--- config.mk ---
export PLATFORM = sky130hd
export DESIGN_NAME = demux1_4_pipe
export DESIGN_NICKNAME = d
export VERILOG_FILES = /design/src/rtl/demux_pkg.sv /design/src/rtl/demux1_4_pipe_sat_counter.sv /design/src/rtl/demux1_4_pipe.sv
export SDC_FILE = /design/constraint.sdc
export NUM_CORES = 1
export LEC_CHECK = 0
export ABC_AREA = 1
export BUFFER_PORTS_ARGS = -buffer_cell sky130_fd_sc_hd__buf_2
export CAP_MARGIN = 20
export CORE_MARGIN = 3
export CORE_UTILIZATION = 45
export CTS_BUF_LIST = sky130_fd_sc_hd__clkbuf_2
export DETAILED_ROUTE_END_ITERATION = 7
export GPL_TIMING_DRIVEN = 0
export HOLD_SLACK_MARGIN = 0.15
export PLACE_DENSITY = 0.85
export SYNTH_ARGS = -nofsm -noshare
export SYNTH_HDL_FRONTEND = slang
export SYNTH_SLANG_ARGS = --single-unit
--- constraint.sdc ---
create_clock -name clk -period 4.6 [get_ports clk]
set_clock_uncertainty 0.15 [all_clocks]
set_input_delay 1.38 -clock clk [delete_from_list [all_inputs] [get_ports clk]]
set_output_delay 1.38 -clock clk [all_outputs]
set_load 0.01 [all_outputs]
--- src/rtl/demux_pkg.sv ---
// Shared encodings for the 1-to-4 result demultiplexer: sink lanes, discard flag, FSM states.
package demux_pkg;

    localparam logic [1:0] SINK_RF   = 2'd0;
    localparam logic [1:0] SINK_ST   = 2'd1;
    localparam logic [1:0] SINK_HILO = 2'd2;
    localparam logic [1:0] SINK_BR   = 2'd3;

    localparam int SEL_DISCARD_BIT = 2;

    typedef enum logic [0:0] {
        ST_EMPTY = 1'b0,
        ST_FULL  = 1'b1
    } state_t;

endpackage

--- src/rtl/demux1_4_pipe_sat_counter.sv ---
// Saturating up-counter; holds at all-ones once reached.
module sat_counter #(
    parameter int W = 8
) (
    input  logic         clk,
    input  logic         rst_n,
    input  logic         inc,
    output logic [W-1:0] count
);

    always_ff @(posedge clk or negedge rst_n) begin
        if (!rst_n) begin
            count <= '0;
        end else if (inc && (count != {W{1'b1}})) begin
            count <= count + 1'b1;
        end
    end

endmodule

--- src/rtl/demux1_4_pipe.sv ---
// Registered 1-to-4 result demultiplexer with valid/ready handshake and a discard counter.
// state    | meaning
// ST_EMPTY | no word held, upstream always ready
// ST_FULL  | word held in data_q, presented on lane sel_q
module demux1_4_pipe
    import demux_pkg::*;
#(
    parameter int W     = 32,
    parameter int CNT_W = 8
) (
    input  logic             clk,
    input  logic             rst_n,
    input  logic             in_valid,
    output logic             in_ready,
    input  logic [W-1:0]     in_data,
    input  logic [2:0]       in_sel,
    output logic [3:0]       out_valid,
    input  logic [3:0]       out_ready,
    output logic [W-1:0]     out_data,
    output logic [CNT_W-1:0] drop_cnt,
    output logic             busy
);

    state_t         state_q;
    logic [W-1:0]   data_q;
    logic [1:0]     sel_q;
    logic           rdy_en_q;
    logic           accept;
    logic           deliver;
    logic           discard;
    logic           load;

    // Keeps in_ready low during reset and for the first edge after release.
    always_ff @(posedge clk or negedge rst_n) begin
        if (!rst_n) begin
            rdy_en_q <= 1'b0;
        end else begin
            rdy_en_q <= 1'b1;
        end
    end

    assign deliver  = (state_q == ST_FULL) && out_ready[sel_q];
    assign in_ready = rdy_en_q && ((state_q == ST_EMPTY) || out_ready[sel_q]);
    assign accept   = in_valid && in_ready;
    assign discard  = accept && in_sel[SEL_DISCARD_BIT];
    assign load     = accept && !in_sel[SEL_DISCARD_BIT];

    always_ff @(posedge clk or negedge rst_n) begin
        if (!rst_n) begin
            state_q <= ST_EMPTY;
            data_q  <= '0;
            sel_q   <= 2'd0;
        end else if (load) begin
            state_q <= ST_FULL;
            data_q  <= in_data;
            sel_q   <= in_sel[1:0];
        end else if (deliver) begin
            state_q <= ST_EMPTY;
        end
    end

    always_comb begin
        out_valid = 4'b0000;
        if (state_q == ST_FULL) begin
            out_valid[sel_q] = 1'b1;
        end
    end

    assign out_data = data_q;
    assign busy     = (state_q == ST_FULL);

    sat_counter #(
        .W (CNT_W)
    ) u_drop_cnt (
        .clk   (clk),
        .rst_n (rst_n),
        .inc   (discard),
        .count (drop_cnt)
    );

endmodule

# Word level (Yosys, flattened, before mapping)
# Cells that the tools add are included.
[word_totals]
ff_bits = 44
inputBits = 42
out_inout_bits = 46
word_cells = 27
[op_classes]
n_addsub = 1
n_lt_le_gt_ge = 2
eq_ne = 1
n_mux = 7
bitwise = 1
reduce_logical = 10
[op_table]
columns = ["cell", "count"]
rows = [
  ["adder 8 x 1 -> 8 bit (second input constant)", 1],
  ["!= test 8 bit (second input constant)", 1],
  ["logical AND 1 bit", 7],
  ["two-way mux 1 bit", 4],
  ["two-way mux 4 bit", 1],
  ["< comparator 2 x 3 -> 1 bit (second input constant)", 1],
  ["binary-select mux 1 bit (select 2 bit)", 1],
  ["demux 1 bit (select 2 bit)", 1],
  [">= comparator 2 x 1 -> 1 bit (second input constant)", 1],
  ["nonzero test 2 bit", 1],
  ["logical NOT 1 bit", 1],
  ["logical OR 1 bit", 1],
  ["NOT 1 bit", 1],
]

# Depth between registers and ports, before layout
# Gate-level depths: netlist of run 1.
[logic_depth]
depth_word = 7
ltp_mapped = 11
ltp_nobuf = 9

# Hierarchy
# Synthesis of run 1 repeated with hierarchy kept, for this count alone.
[unflattened]
hier_cells = 245
hier_area_um2 = 2245.9
[modules_own_cells]
columns = ["mod", "instances", "cells_each", "area_each_um2", "seq_area_each_um2"]
rows = [
  ["demux1_4_pipe", 1, 182, 1762.9, 900.9],
  ["sat_counter", 1, 63, 483.0, 200.2],
]

# Worst setup path after synthesis of run 1
# No wires, ideal clock.
[synth_path]
path_type = "input -> output"
startpoint = "in out_ready[2]"
endpoint = "out in_ready"
arrival_time_ps = 1720
required_ps = 3070
path_slack_ps = 1350
stages = 4
path_buffers = 0
path_cell_list = "nand3_1 -> nand3_1 -> nor2_2 -> nor2_4"
[synth_between]
elab_chain_cells = 4
[synth_rtl]
columns = ["element", "line_no", "rtl"]
rows = [
  ["start: declaration", "demux1_4_pipe.sv:18", "input logic [3:0] out_ready,"],
  ["binary-select mux 1 bit (select 2 bit)", "demux1_4_pipe.sv:43", "assign in_ready = rdy_en_q && ((state_q == ST_EMPTY) || out_ready[sel_q]);"],
  ["two-way mux 1 bit (implied by the code)", "demux1_4_pipe.sv:43", ""],
  ["logical OR 1 bit", "demux1_4_pipe.sv:43", ""],
  ["logical AND 1 bit", "demux1_4_pipe.sv:43", ""],
  ["end: declaration", "demux1_4_pipe.sv:14", "output logic in_ready,"],
]
# Every way passes these cells. The select of a mux whose other input is x is not followed.

# Worst setup path after layout of run 1
# Same ends and word-level chain as after synthesis.

==> results by group, run 1 <==
Critical path
  • Worst r2r dst: u_drop_cnt.count[7]$_DFFE_PN0P_
  • Reg-to-Reg Start: u_drop_cnt.count[0]$_DFFE_PN0P_
  • Critical path peak fanout: 3
  • Worst R2R Path Depth: 6
  • R2r setup slk: ~2.6 ns
  • Worst EP arrival: about 2.0 ns
  • Crit path kind: in2out
  • WP data required: about 3 ns
  • Crit end category: output port
  • Crit start category: primary input

Yosys
  • Yosys cell types: 25
  • Synthesis-stage register bit count: 44
  • Post-synth top area cell: dfrtp_1
  • Top post-synthesis cells by area: dfrtp_1 56%, nand2_1 12%, inv_1 7.4%
  • Cells after Synth: about 230
  • Top-count cell post-synth: nand2_1
  • Synthesized area per cell: 8.73 µm²
  • Post-synth EDFFs: 0
  • Async SR Flop Fraction: 100%
  • Mapped Area: a little under 2000 µm²
  • Seq/Total Area, Yosys: a little under three fifths
  • Top-area cell type share of the netlist area: 55.6%
  • Top_reg_cell synth: dfrtp_1
  • Commonest cells post-synth: 63 x nand2_1, 44 x dfrtp_1, 39 x inv_1, 24 x o21ai_0, 17 x nand3_1
  • Syn Nets: 270
  • Yosys Warn Count: 0

Layout
  • Final nets: 365
  • Ant. Diodes: 0
  • FILL cells: between 300 and 400
  • Share of cells above drive strength 1: approximately a third
  • Register area: around 1100 µm²
  • Multi-input gate area: roughly 660 µm²
  • Area grow syn2layout: 29.3%
  • Fin util: between 60 and 70%
  • Post-route cell area: between 2000 and 3000 µm²

STA
  • Fin. max-slew vios: 0
  • Final min period: ~3.5 ns
  • RSZ-0062 raised after global routing: false
  • Upper clock frequency limit: roughly 280 MHz
  • Final setup viols: 0
  • Fin. Hold Viols: 0
  • Slew @ Worst Pin: 0.499 ns
  • Final Cycle Share: about three quarters
  • Slew HR: 66.6%
  • Setup TNS: 0 ns

Floorplan
  • Die height: a little over 70 µm
  • Total die area: about 5200 µm²
  • Core Footprint: 4120 µm²
  • Initial Util: about half
  • Io pins: about 90
  • DIE WIDTH: 72.3 µm
  • Row count: 23

CTS
  • TritonCTS clock tree: built
  • CTS sink count: 44
  • Clock transition at path regs: approximately 0.20 ns
  • CTS buffer count: 5
  • Worst-Skew Late Latency: about 0.40 ns
  • Clk root buf: clkbuf_2
  • Post-CTS Resized: 0
  • Post-CTS Setup Bufs: 0
  • H-tree Lvls: 2
  • Post-CTS Hold Buffers: 0
  • Clock Tree Buf Depth: 2

Placement
  • Area after DPL: 2480 µm²
  • Detailed Place HPWL: between 3000 and 4000 µm
  • Routability Congestion: about 0.82
  • IO Port Bufs: between 80 and 90

Detailed routing
  • TritonRoute pass-1 iters: 4
  • Vias/cell: between 4 and 5
  • Total wire length: 4270 µm
  • 1st-iter DRT viols: around 100
  • Top Layer Used: met4
  • DR WL met3: 363 µm
  • Met2 routed WL: approximately 1900 µm
  • Via total after detailed routing: ~1700
  • Wire per inst: about 11 µm
  • Drt drc: 0
  • Met1 WL: approximately 1900 µm
  • DRT antenna net count: 0

Power and ir drop
  • Peak supply drop: a little over 200 µV
  • Pwr Density: approximately 440 nW/µm²
  • Lkg Pwr: approximately 1.5 nW

GRT
  • Total congestion overflow: 0
  • First-pass GRT wire length: approximately 7000 µm
  • Overall Global Routing Usage: 16.9%
  • Largest net degree at the start of global routing: 45
  • Vias in the first global route: ~1500
  • Antenna violations before repair: 0

Status
  • Status: finished clean

Run
  • Max-cap violations: 0

Min path
  • HP Start: out_data[19]$_DFFE_PN0P_
  • Endpoint, Worst Hold: out_data[19]$_DFFE_PN0P_
  • Hold Path Cell Cnt: 2
  • Min-delay worst type: reg2reg
power by group:
group	switching (W)	internal, W
Combinational	0.000204	0.000162
Clock	0.000122	0.0000886
Sequential	0.0000698	0.000489
Total	0.000395	0.000740
placed cells by master, fill, tap and decap left out, types with 2 or more instances in the layout:
cell type	netlist	layout
nand2_1	63	63
buf_2	2	89
clkbuf_2	1	6
nand4_1	2	2
nor3_1	4	4
xor2_1	3	3
o21ai_0	24	24
inv_1	39	39
buf_6	2	2
nand3_1	17	17
xnor2_1	3	3
dfrtp_1	44	44
clkinv_1	0	2
o21ai_2	6	6
clkbuf_1	2	2
o21ai_1	4	4
nor2_1	2	2
metrics by stage:
step	total power, W	worst slack [ns]	hold slack, ns	instances
floorplan	0.000770	1.35	0.367	227
global placement	0.000924	1.09	0.307	364
detailed placement	0.000938	1.08	0.318	364
CTS	0.00115	1.09	0.363	372
global route	0.00122	1.03	0.384	373
finish	0.00113	1.09	0.358	373
layer usage:
layer  vias to the layer above  GRT usage (%)
li1                        891              -
met1                       754           22.5
met2                        70           26.4
met3                         9           3.88
met4                         0           7.10
met5                         -              0
cell families after synthesis:
group / Yosys count / synth area share, %
other cells: 1 / 0.189
buf+inv: 49 / 10.9
simple gates: 92 / 20.3
fa+ha+maj: 1 / 0.632
compound gates: 34 / 9.73
xor+xnor: 6 / 2.65
flops: 44 / 55.6
flip-flops by register name (all words and copies together), names as in the netlist:
name              cells
busy                  1
out_data             32
rdy_en_q              1
sel_q                 2
u_drop_cnt.count      8
area by class of cell:
cell class	count	share of cell area [%]
buffer	8	2.34
tap	50	2.44
clock buffer	5	0.977
clock inverter	3	1.47
multi-input combinational	134	25.9
inverter	41	6.06
sequential	44	43.0
timing repair buffer	88	17.8
how the worst max path moves through the flow:
stage	slack (ns)	start	end
floorplan	1.35	out_ready[2]	in_ready
CTS	1.09	out_ready[2]	in_ready
global route	1.03	out_ready[3]	in_ready
global placement	1.09	out_ready[2]	in_ready
detailed placement	1.08	out_ready[2]	in_ready
finish	1.09	out_ready[2]	in_ready
critical path, cell delays in order:
cell and delay [ns]:
buf_2 0.09, nand3_1 0.07, nand3_1 0.11, nor2_2 0.05
nor2_4 0.13, buf_2 0.15
(Power assumes the default switching activity.)
==> run 2: changes to the inputs <==
--- a/config.mk
+++ b/config.mk
@@ -5,7 +5,7 @@
 export SDC_FILE = /design/constraint.sdc
 export NUM_CORES = 1
 export LEC_CHECK = 0
-export ABC_AREA = 1
+export ABC_AREA = 0
 export BUFFER_PORTS_ARGS = -buffer_cell sky130_fd_sc_hd__buf_2
 export CAP_MARGIN = 20
 export CORE_MARGIN = 3
@@ -14,7 +14,7 @@
 export DETAILED_ROUTE_END_ITERATION = 7
 export GPL_TIMING_DRIVEN = 0
 export HOLD_SLACK_MARGIN = 0.15
-export PLACE_DENSITY = 0.85
+export PLACE_DENSITY = 0.86
 export SYNTH_ARGS = -nofsm -noshare
 export SYNTH_HDL_FRONTEND = slang
 export SYNTH_SLANG_ARGS = --single-unit
==> constraint.sdc (replaced) <==
create_clock -name clk -period 3.5 [get_ports clk]
set_clock_uncertainty 0.15 [all_clocks]
set_input_delay 1.05 -clock clk [delete_from_list [all_inputs] [get_ports clk]]
set_output_delay 1.05 -clock clk [all_outputs]
set_load 0.01 [all_outputs]
==> run 2 against run 1 <==
  * Sequential cell count unchanged
  * Hold slack better by 0.0032 ns
  * Combinational power increased by 20%
  * Die area is 7.3% lower
  * Critical path type unchanged
  * Total power increased by 20%
  * Register-to-register slack worse by 1.2 ns
  * Utilization increased by 0.14 points
  * Clock power shrank 12%
  * Clock-buffer cell count is the same
  * Design area fell by 8.2%
==> results by group, run 2 <==
Status
  • Status: finished clean (unchanged)

Yosys
  • Synth Area in Compound Gates: 2.47% (was 9.73%)
  • Cells after Synth: 127 (was 227)
  • XOR/XNOR Fraction of Synth Area: 2.40% (was 2.65%)
  • Simple-Gate Fraction of Synth Area: 7.34% (was 20.3%)
  • Seq/Total Area, Yosys: 60.4% (was 55.6%)
  • Top post-synthesis cells by area: dfrtp_1 60%, mux2_2 23%, xor2_1 1.9% (was dfrtp_1 56%, nand2_1 12%, inv_1 7.4%)
  • Post-synth EDFFs: 0 (unchanged)
  • Top-count cell post-synth: dfrtp_1 (was nand2_1)
  • Synthesis-stage register bit count: 44 (unchanged)
  • Yosys Warn Count: 0 (unchanged)
  • Mapped Area: 1820 µm² (was 1980 µm²)
  • Post-synth top area cell: dfrtp_1 (unchanged)
  • Synth Area in Adders: 0.686% (was 0.632%)
  • Synthesized area per cell: 14.4 µm² (was 8.73 µm²)
  • Syn Nets: 170 (was 270)
  • Largest family of logic cells by synthesized area: multiplexers (was simple AND/OR/NAND/NOR gates)
  • Top_reg_cell synth: dfrtp_1 (unchanged)
  • Post-synthesis mux area share: 24.1% (was 0%)
  • Yosys cell types: 21 (was 25)
  • Top-area cell type share of the netlist area: 60.4% (was 55.6%)
  • Async SR Flop Fraction: 100% (unchanged)
  • Commonest cells post-synth: 44 x dfrtp_1, 37 x mux2_2, 8 x nor2_1, 5 x nand2_1 (was 63 x nand2_1, 44 x dfrtp_1, 39 x inv_1, 24 x o21ai_0, 17 x nand3_1)

STA
  • PnR worst setup slack: 0.352 ns (was 1.09 ns)
  • Final min period: 3.15 ns
  • Fin. Hold Viols: 0 (unchanged)
  • Final setup viols: 0 (unchanged)
  • Final Cycle Share: 90.0%
  • Fin Hold WS: 0.361 ns (was 0.358 ns)
  • Slew HR: 37.7% (was 66.6%)
  • Fin. max-slew vios: 0 (unchanged)
  • RSZ-0062 raised after global routing: false (unchanged)
  • Upper clock frequency limit: 318 MHz
  • Slew @ Worst Pin: 0.934 ns (was 0.499 ns)
  • Setup TNS: 0 ns (unchanged)

Critical path
  • Crit end category: output port (unchanged)
  • WP data required: 2.30 ns (was 3.07 ns)
  • Worst EP arrival: 1.95 ns (was 1.98 ns)
  • CP cell instances: buf_2, mux2_2, o22ai_4, nor2_1, buf_2 (was buf_2, nand3_1, nand3_1, nor2_2, nor2_4, buf_2)
  • Slowest-stage cell, CP: o22ai_4 (was buf_2)
  • Max incr delay on CP: 0.31 ns (was 0.15 ns)
  • Crit path top cell by count: buf_2
  • Crit start category: primary input (unchanged)
  • Crit path kind: in2out (unchanged)
  • Critical path peak fanout: 10 (was 3)

Layout
  • Number of flip-flops in the largest register: 32 (unchanged)
  • Leading cell types in the layout, fill and taps excluded: 87 x buf_2, 44 x dfrtp_1, 37 x mux2_2, 8 x nor2_1 (was 89 x buf_2, 63 x nand2_1, 44 x dfrtp_1, 39 x inv_1, 24 x o21ai_0)
  • Share of cells above drive strength 1: 61.1% (was 34.4%)
  • Final nets: 264 (was 365)
  • Commonest non-fill, non-tap cell in the layout: buf_2 (unchanged)
  • FILL cells: 318 (was 366)
  • Ant. Diodes: 0 (unchanged)
  • Area grow syn2layout: 28.9% (was 29.3%)

CTS
  • CTS sink count: 44 (unchanged)
  • Post-CTS Resized: 0 (unchanged)
  • TritonCTS clock tree: built (unchanged)
  • H-tree Lvls: 2 (unchanged)
  • Worst-Skew Late Latency: 0.37 ns (was 0.40 ns)
  • Post-CTS Setup Bufs: 0 (unchanged)
  • Clock Tree Buf Depth: 2 (unchanged)
  • Clk root buf: clkbuf_2 (unchanged)
  • Post-CTS Hold Buffers: 0 (unchanged)
  • CTS buffer count: 5 (unchanged)
  • Clock transition at path regs: 0.19 ns (was 0.20 ns)

Detailed routing
  • Total wire length: 3600 µm (was 4270 µm)
  • DRT antenna net count: 0 (unchanged)
  • Drt drc: 0 (unchanged)
  • TritonRoute pass-1 iters: 4 (unchanged)
  • Via total after detailed routing: 1322 (was 1724)
  • Wire per inst: 13.4 µm (was 11.4 µm)
  • 1st-iter DRT viols: 45 (was 101)
  • Vias/cell: 4.91 (was 4.62)

Power and ir drop
  • Peak supply drop: 390 µV (was 207 µV)
  • Pwr Density: 577 nW/µm² (was 443 nW/µm²)
  • PnR Total Power: 0.00136 W (was 0.00113 W)
  • Lkg Pwr: 1.19 nW (was 1.55 nW)

Floorplan
  • Row count: 22 (was 23)
  • Core Footprint: 3770 µm² (was 4120 µm²)
  • Initial Util: 48.4% (was 48.1%)
  • Total die area: 4850 µm² (was 5230 µm²)
  • Io pins: 88 (unchanged)
  • DIE WIDTH: 69.7 µm (was 72.3 µm)
  • Die height: 69.7 µm (was 72.3 µm)

GRT
  • Overall Global Routing Usage: 15.9% (was 16.9%)
  • Vias in the first global route: 1404 (was 1533)
  • First-pass GRT wire length: 6270 µm (was 6960 µm)
  • Antenna violations before repair: 0 (unchanged)
  • Largest net degree at the start of global routing: 45 (unchanged)
  • Total congestion overflow: 0 (unchanged)

Placement
  • Detailed Place HPWL: 2740 µm (was 3180 µm)
  • Placement Setup Slack: 0.351 ns (was 1.08 ns)
  • Routability Congestion: 0.787 (was 0.824)
  • IO Port Bufs: 87 (unchanged)

Run
  • Max-cap violations: 0 (unchanged)

Min path
  • Min-delay worst type: reg2reg (unchanged)
==> run 2: cell types whose count changed in the layout (fill, tap and decap cells not counted), sizes merged, moves of 2 or more <==
cell,delta
o211ai,+2
nand2,-58
o21ai,-32
buf,-3
xnor2,-2
nor2,+4
nand3,-17
mux2,+39
inv,-37
clkbuf,-3
==> run 2: layout make-up <==
| type | instances | area (µm²) | share of cell area [%] |
|---|---|---|---|
| Clock inverter | 2 | 7.51 | 0.319 |
| Inverter | 3 | 11.3 | 0.479 |
| Sequential cell | 44 | 1100 | 46.8 |
| Buffer | 3 | 33.8 | 1.44 |
| Tap cell | 48 | 60.1 | 2.55 |
| Timing Repair Buffer | 87 | 435 | 18.5 |
| Multi-Input combinational cell | 77 | 678 | 28.8 |
| Clock buffer | 5 | 25.0 | 1.06 |
==> run 2: path summary, 6_finish.rpt <==
| kind | startpoint | end | slack (ns) | cells after the start |
|---|---|---|---|---|
| min | out_data[4]$_DFFE_PN0P_ | out_data[4]$_DFFE_PN0P_ | 0.36 | 1 |
| min in group asynchronous | rst_n | u_drop_cnt.count[3]$_DFFE_PN0P_ | 0.64 | 1 |
| max | out_ready[3] | in_ready | 0.35 | 5 |
| max in group asynchronous | rst_n | out_data[18]$_DFFE_PN0P_ | 1.98 | 1 |
| max reg2reg | sel_q[0]$_DFFE_PN0P_ | out_data[20]$_DFFE_PN0P_ | 1.39 | 5 |
| min reg2reg | out_data[4]$_DFFE_PN0P_ | out_data[4]$_DFFE_PN0P_ | 0.36 | 1 |
==> run 2: metal layers <==
layer  part of all wire [%]  vias up  global-route usage [%]
met1                     40      630                    19.5
li1                       -      632                       -
met2                     52       52                    26.3
met4                    1.3        0                    6.17
met3                    6.8        8                    4.64
met5                      0        -                       0
==> run 2: kinds of logic (layout without fill, tap and decap cells) <==
group,count (synthesis),after routing
compound gates,5,5
mux,39,39
xor+xnor,5,5
buf+inv,6,100
fa+ha+maj,1,1
simple gates,26,26
other cells,1,1
flops,44,44
==> run 2: metrics by stage <==
stage	util (%)	std cells	instance area, µm²
after global routing	62.4	269	2350
final	62.4	269	2350
after detailed placement	61.5	262	2320
after CTS	62.4	269	2350
after global placement	61.5	262	2320
after floorplan	-	127	1820
==> run 2: power breakdown <==
part | internal, W | switching [W]
Clock | 0.0000414 | 0.000143
Combinational | 0.000234 | 0.000207
Sequential | 0.000641 | 0.0000900
==> run 2: critical path: cells and delay by family <==
| family | cells | cell delay, ns |
|---|---|---|
| AO/OA/AOI/OAI | 1 | 0.31 |
| AND/OR/NAND/NOR | 1 | 0.06 |
| buffers and inverters | 2 | 0.24 |
| multiplexers | 1 | 0.28 |
==> run 3: changes to the inputs <==
--- a/config.mk
+++ b/config.mk
@@ -15,6 +15,8 @@
 export GPL_TIMING_DRIVEN = 0
 export HOLD_SLACK_MARGIN = 0.15
 export PLACE_DENSITY = 0.86
+export RECOVER_POWER = 100
+export SLEW_MARGIN = 0
 export SYNTH_ARGS = -nofsm -noshare
 export SYNTH_HDL_FRONTEND = slang
 export SYNTH_SLANG_ARGS = --single-unit
==> run 3 against run 2 <==
  * The flow now finishes with violations (capacitance limit, slew limit)
  * Utilization fell by 2.5 points
  * Sequential share of layout area grew 1.9 points
  * Sequential power grew 0.5%
  * Clock-buffer cell count did not move
  * Design area fell by 3.9%
  * Maximum frequency is 0.43% lower
  * Combinational power shrank 10%
  * Worst setup slack lost 0.014 ns
==> results by group, run 3 (synthesis gave the netlist of run 2 again) <==
Status
  • Status: finished with violations (was finished clean)
  • Failing checks: capacitance limit, slew limit

Power and ir drop
  • Pwr Density: 583 nW/µm² (was 577 nW/µm²)
  • Lkg Pwr: 1.03 nW (was 1.19 nW)
  • PnR Total Power: 0.00132 W (was 0.00136 W)
  • Peak supply drop: 380 µV (was 390 µV)

Layout
  • Leading cell types in the layout, fill and taps excluded: 50 x clkbuf_1, 44 x dfrtp_1, 40 x buf_2, 35 x mux2_2, 8 x nor2_1 (was 87 x buf_2, 44 x dfrtp_1, 37 x mux2_2, 8 x nor2_1)
  • Ant. Diodes: 0 (unchanged)
  • Fin util: 59.9% (was 62.4%)
  • Commonest non-fill, non-tap cell in the layout: clkbuf_1 (was buf_2)
  • Area grow syn2layout: 23.9% (was 28.9%)
  • Number of flip-flops in the largest register: 32 (unchanged)
  • Post-route cell area: 2260 µm² (was 2350 µm²)
  • Final nets: 264 (unchanged)
  • Share of cells above drive strength 1: 37.1% (was 61.1%)

GRT
  • Overall Global Routing Usage: 15.9% (unchanged)
  • First-pass GRT wire length: 6270 µm (unchanged)
  • GRT met2 Usage: 26.3% (unchanged)
  • Grt met1 use: 19.5% (unchanged)
  • Vias in the first global route: 1404 (unchanged)
  • Total congestion overflow: 0 (unchanged)
  • Antenna violations before repair: 0 (unchanged)
  • Met3 Usage GRT: 4.64% (unchanged)
  • Most Used Layer, Global Route: met2 (unchanged)
  • Largest net degree at the start of global routing: 45 (unchanged)

Critical path
  • Worst R2R Path Depth: 5 (unchanged)
  • WP data required: 2.30 ns (about the same)
  • Crit path kind: in2out (unchanged)
  • Crit start category: primary input (unchanged)
  • Worst EP arrival: 1.96 ns (was 1.95 ns)
  • Max incr delay on CP: 0.32 ns (was 0.31 ns)
  • Crit path launch: out_ready[3] (unchanged)
  • CP endpoint: in_ready (unchanged)
  • Critical path peak fanout: 10 (unchanged)
  • R2r setup slk: 0.68 ns (was 1.39 ns)
  • Crit end category: output port (unchanged)
  • Reg-to-Reg Start: sel_q[0]$_DFFE_PN0P_ (unchanged)
  • Slowest-stage cell, CP: mux2_1 (was o22ai_4)
  • Worst r2r dst: out_data[20]$_DFFE_PN0P_ (unchanged)
  • CP cell instances: buf_2, mux2_1, o22ai_4, nor2_1, clkbuf_1 (was buf_2, mux2_2, o22ai_4, nor2_1, buf_2)

STA
  • Slew HR: -49.4% (was 37.7%)
  • Upper clock frequency limit: 316 MHz (was 318 MHz)
  • PnR worst setup slack: 0.338 ns (was 0.352 ns)
  • Final setup viols: 0 (unchanged)
  • Final Cycle Share: 90.3% (was 90.0%)
  • Fin. max-slew vios: 45 (was 0)
  • Setup TNS: 0 ns (unchanged)
  • Final min period: 3.16 ns (was 3.15 ns)
  • RSZ-0062 raised after global routing: false (unchanged)
  • Slew @ Worst Pin: 2.24 ns (was 0.934 ns)
  • Fin. Hold Viols: 0 (unchanged)

CTS
  • Post-CTS Setup Bufs: 0 (unchanged)
  • TritonCTS clock tree: built (unchanged)
  • Post-CTS Hold Buffers: 0 (unchanged)
  • Worst-Skew Late Latency: 0.36 ns (was 0.37 ns)
  • Clk root buf: clkbuf_2 (unchanged)
  • H-tree Lvls: 2 (unchanged)
  • CTS sink count: 44 (unchanged)
  • CTS buffer count: 5 (unchanged)
  • Clock transition at path regs: 0.19 ns (about the same)
  • Clock Tree Buf Depth: 2 (unchanged)
  • Post-CTS Resized: 0 (unchanged)

Detailed routing
  • TritonRoute pass-1 iters: 4 (unchanged)
  • Via total after detailed routing: 1309 (was 1322)
  • 1st-iter DRT viols: 43 (was 45)
  • DRT antenna net count: 0 (unchanged)
  • Drt drc: 0 (unchanged)
  • Wire per inst: 13.3 µm (was 13.4 µm)
  • Vias/cell: 4.87 (was 4.91)
  • Total wire length: 3590 µm (was 3600 µm)

Run
  • Max-cap violations: 1 (was 0)

Placement
  • Placement Setup Slack: 0.351 ns (unchanged)
  • IO Port Bufs: 87 (unchanged)
  • Area after DPL: 2320 µm² (unchanged)
  • Routability Congestion: 0.787 (unchanged)
  • Detailed Place HPWL: 2740 µm (unchanged)

Floorplan
  • Total die area: 4850 µm² (unchanged)
  • Die height: 69.7 µm (unchanged)
  • Core Footprint: 3770 µm² (unchanged)
  • DIE WIDTH: 69.7 µm (unchanged)
  • Initial Util: 48.4% (unchanged)
  • Row count: 22 (unchanged)
  • Io pins: 88 (unchanged)

Min path
  • Min-delay worst type: reg2reg (unchanged)
run 3: changes by cell type in the layout (fill, tap and decap cells not counted), sizes merged:
| cell | before | now |
|---|---|---|
| buf | 90 | 40 |
| clkbuf | 5 | 55 |
run 3: stage by stage:
| stage | hold slack, ns | cells |
|---|---|---|
| floorplan | 0.345 | 127 |
| CTS | 0.368 | 269 |
| global placement | 0.315 | 262 |
| detailed placement | 0.324 | 262 |
| global route | 0.400 | 269 |
| finish | 0.363 | 269 |
run 3: worst min path at each step:
stage / start / endpoint / slack (ns) / cells past startpoint
2_1_floorplan: sel_q[1]$_DFFE_PN0P_ / sel_q[1]$_DFFE_PN0P_ / 0.34 / 1
3_3_place_gp: out_data[4]$_DFFE_PN0P_ / out_data[4]$_DFFE_PN0P_ / 0.31 / 1
3_5_place_dp: out_data[4]$_DFFE_PN0P_ / out_data[4]$_DFFE_PN0P_ / 0.32 / 1
4_1_cts: out_data[4]$_DFFE_PN0P_ / out_data[4]$_DFFE_PN0P_ / 0.37 / 1
5_1_grt: out_data[4]$_DFFE_PN0P_ / out_data[4]$_DFFE_PN0P_ / 0.40 / 1
6_report: out_data[8]$_DFFE_PN0P_ / out_data[8]$_DFFE_PN0P_ / 0.36 / 1
run 3: metal layers:
metal / up-vias / part of all wire (%)
met2: 51 / 52
li1: 631 / -
met5: - / 0
met3: 6 / 6.9
met1: 621 / 40
met4: 0 / 1.0
run 3: critical path: cells and delay by family:
kind | cells | cell delay, ns
AO/OA/AOI/OAI | 1 | 0.29
buffers and inverters | 2 | 0.23
AND/OR/NAND/NOR | 1 | 0.07
multiplexers | 1 | 0.32
run 3: area by class of cell:
cell class	instances	area, µm²
clock buffer	5	25.0
timing repair buffer	87	377
fill	341	1510
tap	48	60.1
inverter	3	11.3
multi-input combinational	77	667
clock inverter	2	7.51
sequential	44	1100
buffer	3	11.3
run 3: power breakdown:
part / internal [W] / switching (W) / leakage [nW]
clock network: 0.0000414 / 0.000144 / 0.0239
logic: 0.000192 / 0.000205 / 0.482
registers: 0.000642 / 0.0000937 / 0.526
total: 0.000875 / 0.000443 / 1.03
